`src/rtl/mem_req_fifo.sv`:
```
// In-order memory request buffer between the pipeline and the downstream memory/IO stage.
// Head entry is presented combinationally; sticky misalign/underflow error flags.
module mem_req_fifo #(
    parameter int DEPTH = 4,
    parameter int CW    = 3
) (
    input  logic          clk,
    input  logic          rst_n,
    input  logic          req_valid,
    input  logic          req_store,
    input  logic [31:0]   req_addr,
    input  logic [31:0]   req_wdata,
    output logic          req_ready,
    input  logic          flush,
    output logic          load_to_bf,
    output logic          store_to_bf,
    output logic [31:0]   addr_to_bf,
    output logic [31:0]   wr_data,
    output logic          fifo_empty,
    input  logic          fifo_rd_en,
    output logic [CW-1:0] count,
    output logic          misalign,
    output logic          underflow
);

    localparam int AW = $clog2(DEPTH);

    logic [DEPTH-1:0] mem_store;
    logic [31:0]      mem_addr  [DEPTH];
    logic [31:0]      mem_wdata [DEPTH];
    logic [AW-1:0]    wr_ptr;
    logic [AW-1:0]    rd_ptr;
    logic             push;
    logic             pop;

    // Ready depends only on registered count so it never loops through fifo_rd_en.
    assign req_ready  = (count < CW'(DEPTH)) && !flush;
    assign fifo_empty = (count == '0);
    assign push       = req_valid && req_ready;
    assign pop        = fifo_rd_en && !fifo_empty && !flush;

    assign load_to_bf  = !fifo_empty && !mem_store[rd_ptr];
    assign store_to_bf = !fifo_empty &&  mem_store[rd_ptr];
    assign addr_to_bf  = fifo_empty ? 32'h0 : mem_addr[rd_ptr];
    assign wr_data     = fifo_empty ? 32'h0 : mem_wdata[rd_ptr];

    always_ff @(posedge clk or negedge rst_n) begin
        if (!rst_n) begin
            wr_ptr    <= '0;
            rd_ptr    <= '0;
            count     <= '0;
            misalign  <= 1'b0;
            underflow <= 1'b0;
        end else if (flush) begin
            wr_ptr    <= '0;
            rd_ptr    <= '0;
            count     <= '0;
            misalign  <= 1'b0;
            underflow <= 1'b0;
        end else begin
            if (push) begin
                wr_ptr <= wr_ptr + 1'b1;
            end
            if (pop) begin
                rd_ptr <= rd_ptr + 1'b1;
            end
            case ({push, pop})
                2'b10:   count <= count + 1'b1;
                2'b01:   count <= count - 1'b1;
                default: count <= count;
            endcase
            if (push && (req_addr[1:0] != 2'b00)) begin
                misalign <= 1'b1;
            end
            if (fifo_rd_en && fifo_empty) begin
                underflow <= 1'b1;
            end
        end
    end

    // Storage is not reset; validity is tracked entirely by the pointers and count.
    always_ff @(posedge clk) begin
        if (push) begin
            mem_store[wr_ptr] <= req_store;
            mem_addr[wr_ptr]  <= req_addr;
            mem_wdata[wr_ptr] <= req_wdata;
        end
    end

endmodule

```
`config.mk`:
```
export PLATFORM = sky130hd
export DESIGN_NAME = mem_req_fifo
export DESIGN_NICKNAME = d
export VERILOG_FILES = /design/src/rtl/mem_req_fifo.sv
export SDC_FILE = /design/constraint.sdc
export NUM_CORES = 1
export LEC_CHECK = 0
export BUFFER_PORTS_ARGS = -buffer_cell sky130_fd_sc_hd__buf_2
export CORE_MARGIN = 2
export CORE_UTILIZATION = 45
export DETAILED_ROUTE_END_ITERATION = 10
export MAX_ROUTING_LAYER = met4
export PLACE_DENSITY = 0.71
export SETUP_SLACK_MARGIN = 0.1
export SYNTH_ARGS = -nofsm -noshare
export SYNTH_HDL_FRONTEND = slang
export SYNTH_SLANG_ARGS = --single-unit
```
`constraint.sdc`:
```
create_clock -name clk -period 3.6 [get_ports clk]
set_input_delay 0.36 -clock clk [delete_from_list [all_inputs] [get_ports clk]]
set_output_delay 0.36 -clock clk [all_outputs]
set_load 0.02 [all_outputs]
```
==> flow_metrics.tcl <==
set metrics [dict create \
    core-area_um2 22600 \
    rows 55 \
    routed_wl_um 19200 \
    syn_nets 544 \
    setup_viol 0 \
    drive_gt1_share_pct 40.1 \
    fillers 1722 \
    mostFrequentLayoutCells "260 x edfxtp_1, 142 x buf_2, 66 x nor2b_1, 65 x mux4_2, 29 x clkbuf_16" \
    firstDrtPassIters 5 \
    cap_violations 0 \
    r2r-end "count[2]" \
    pre_cts_ws_ns 1.01 \
    ctsRootBufferMaster "clkbuf_16" \
    yosys_warnings 0 \
    fin_cells 930 \
    io_buffers 142 \
    antenna_found_initial 2 \
    finalSetupTns_ns 0 \
    hold_viol_final 0 \
    gp_congestion 0.785 \
    clk_latency_ns 0.53 \
    clock_skew_ns 0.0193 \
    dieHeight_um 156 \
    finalCriticalPeriod_ns 2.96 \
    cts.sinks 269 \
    grt_overflow 0 \
    fin_nets 697 \
    synth_edf_count 260 \
    wl_per_cell_um 20.7 \
    yosysTopAreaCell "edfxtp_1" \
    rsz0062_at_grt "no" \
    drc 0 \
    hold_ws_ns 0.0404 \
    ys_seq_area_share_pct 77.4 \
    worstSetupPathType "reg2out" \
    syn_to_final_growth_pct 18.4 \
    synthCells 469 \
    powerDensity_nw_per_um2 584 \
    cts_tree "built" \
    worstPathArrival_ns 2.60 \
    viasPerCell 5.29 \
    finalMaxSlewViolations 0 \
    grt_max_degree 67 \
    finalCritPeriodShare_pct 82.3 \
    r2r-start "count[2]" \
    crit_required_ns 3.24 \
    vias 4921 \
    start_util_pct 45.8 \
    track_usage_pct 16.5 \
    cts_setup_buffers 0 \
    drt_iter0_drc 364 \
    p_leak_nw 4.18 \
    htree_num_levels 1 \
    clock.fmax_mhz 337 \
    post_dp_cell_area_um2 11400 \
    worstHoldPathType "in2reg" \
    cp-start-kind "flop" \
    tightestPinTransition_ns 1.01 \
    crit_fanout 23 \
    slew-limit-headroom_pct 32.6 \
    async_flop_share_pct 3.35 \
    cts_buffers 28 \
    stdcell_area_um2 12300 \
    peakVddDrop_mv 0.432 \
    grt_pass1_vias 5245 \
    grt_pass1_wl_um 29800 \
    die-area_um2 24300 \
    dp_hpwl_um 11300 \
    setup_ws_ns 0.636 \
    io_pins 143 \
    synth_area_per_cell_um2 22.1 \
    synth.top_cell.area_share_pct 75.2 \
    layout_commonest_cell "edfxtp_1" \
    synth_cell_type_count 32 \
    cts.clk_slew.worst_paths_ns 0.06 \
    hold_depth 1 \
    place_inst 876 \
    worstHoldStart "req_addr[13]" \
    r2r_cells 5 \
    whs_endpoint "mem_addr[0][13]" \
    synth_ff_type "edfxtp_1" \
    synthesis.area_um2 10400 \
    die_x_um 156 \
    synth_seq_cells 269 \
    ant_nets 0 \
    r2r_slack_ns 1.00 \
    endpoint_kind "output pin" \
    clock_path_buffers 3 \
    status "complete, no violations" \
    synth_area_leaders "edfxtp_1 75%, mux4_2 14%, nor2b_1 4.0%" \
]
state kept, by name (all words and copies together), names as in the netlist:
| signal | flops |
|---|---|
| mem_addr | 128 |
| mem_wdata | 128 |
| mem_store | 4 |
| count | 3 |
| rd_ptr | 2 |
| wr_ptr | 2 |
| misalign | 1 |
| underflow | 1 |
critical path, stage by stage (launching register included):
cell and delay, ns:
dfrtp_4 0.73, buf_4 0.41, mux4_2 0.57, nor2b_1 0.15, buf_2 0.18
worst max path at each step:
stage | startpoint | endpoint | slack, ns | cells past startpoint
finish | rd_ptr[0] | store_to_bf | 0.64 | 4
global route | rd_ptr[0] | store_to_bf | 0.44 | 4
detailed placement | flush | count[2] | 1.01 | 6
CTS | rd_ptr[0] | store_to_bf | 0.53 | 4
global placement | flush | mem_addr[3][20] | 1.14 | 3
floorplan | count[2] | mem_addr[0][0] | 0.51 | 3
final cells by class:
type                    instances  area, um^2  share of cell area [%]
diodes                          2        5.00                  0.0407
clock buffers                  36         752                    6.12
clock inverters                15         151                    1.23
inverters                       5        18.8                   0.153
multi-input cells             171        2200                    17.9
flip-flops and latches        269        8040                    65.5
well taps                     285         357                    2.90
repair buffers                147         763                    6.21
through the flow:
stage,power [mW],utilization (%)
2_1_floorplan,4.18,-
3_3_place_gp,4.43,50.2
3_5_place_dp,4.45,50.2
4_1_cts,7.24,54.2
5_1_grt,7.41,54.3
6_report,7.17,54.3
kinds of logic after synthesis:
kind of cell | share of synthesized area (%)
AND/OR/NAND/NOR | 5.10
flip-flops | 77.4
adder cells (fa/ha/maj) | 0.675
multiplexers | 14.1
buffers and inverters | 1.57
XOR/XNOR | 0.422
AO/OA/AOI/OAI | 0.711
synth_stat cells, types with 2 or more instances:
cell type	count
inv_1	5
o311ai_1	2
edfxtp_1	260
buf_6	4
nor2_1	6
o21ai_1	3
nor2b_1	66
dfrtp_1	9
ha_1	4
xnor2_1	3
buf_2	6
mux4_2	65
xor2_1	2
clkbuf_1	9
buf_4	4
a21oi_1	2
and2_1	4
power breakdown:
group	internal [mW]	switching (mW)
Clock	1.69	1.12
Combinational	0.321	0.433
Sequential	3.56	0.0579
per-layer routing:
layer / routed length [um] / vias to the layer above / track usage (%)
met5: 0 / - / -
met4: 308 / 0 / 3.32
met3: 1450 / 29 / 3.64
met2: 9620 / 169 / 27.2
met1: 7840 / 2519 / 21.4
li1: - / 2204 / -
timing repair:
item,in CTS,in global routing
resized for setup,0,0
hold buffers,1,0
endpoints found under the hold margin,9,0
endpoints found under the setup margin,0,0
No activity file was read; power rests on OpenSTA's default activity.
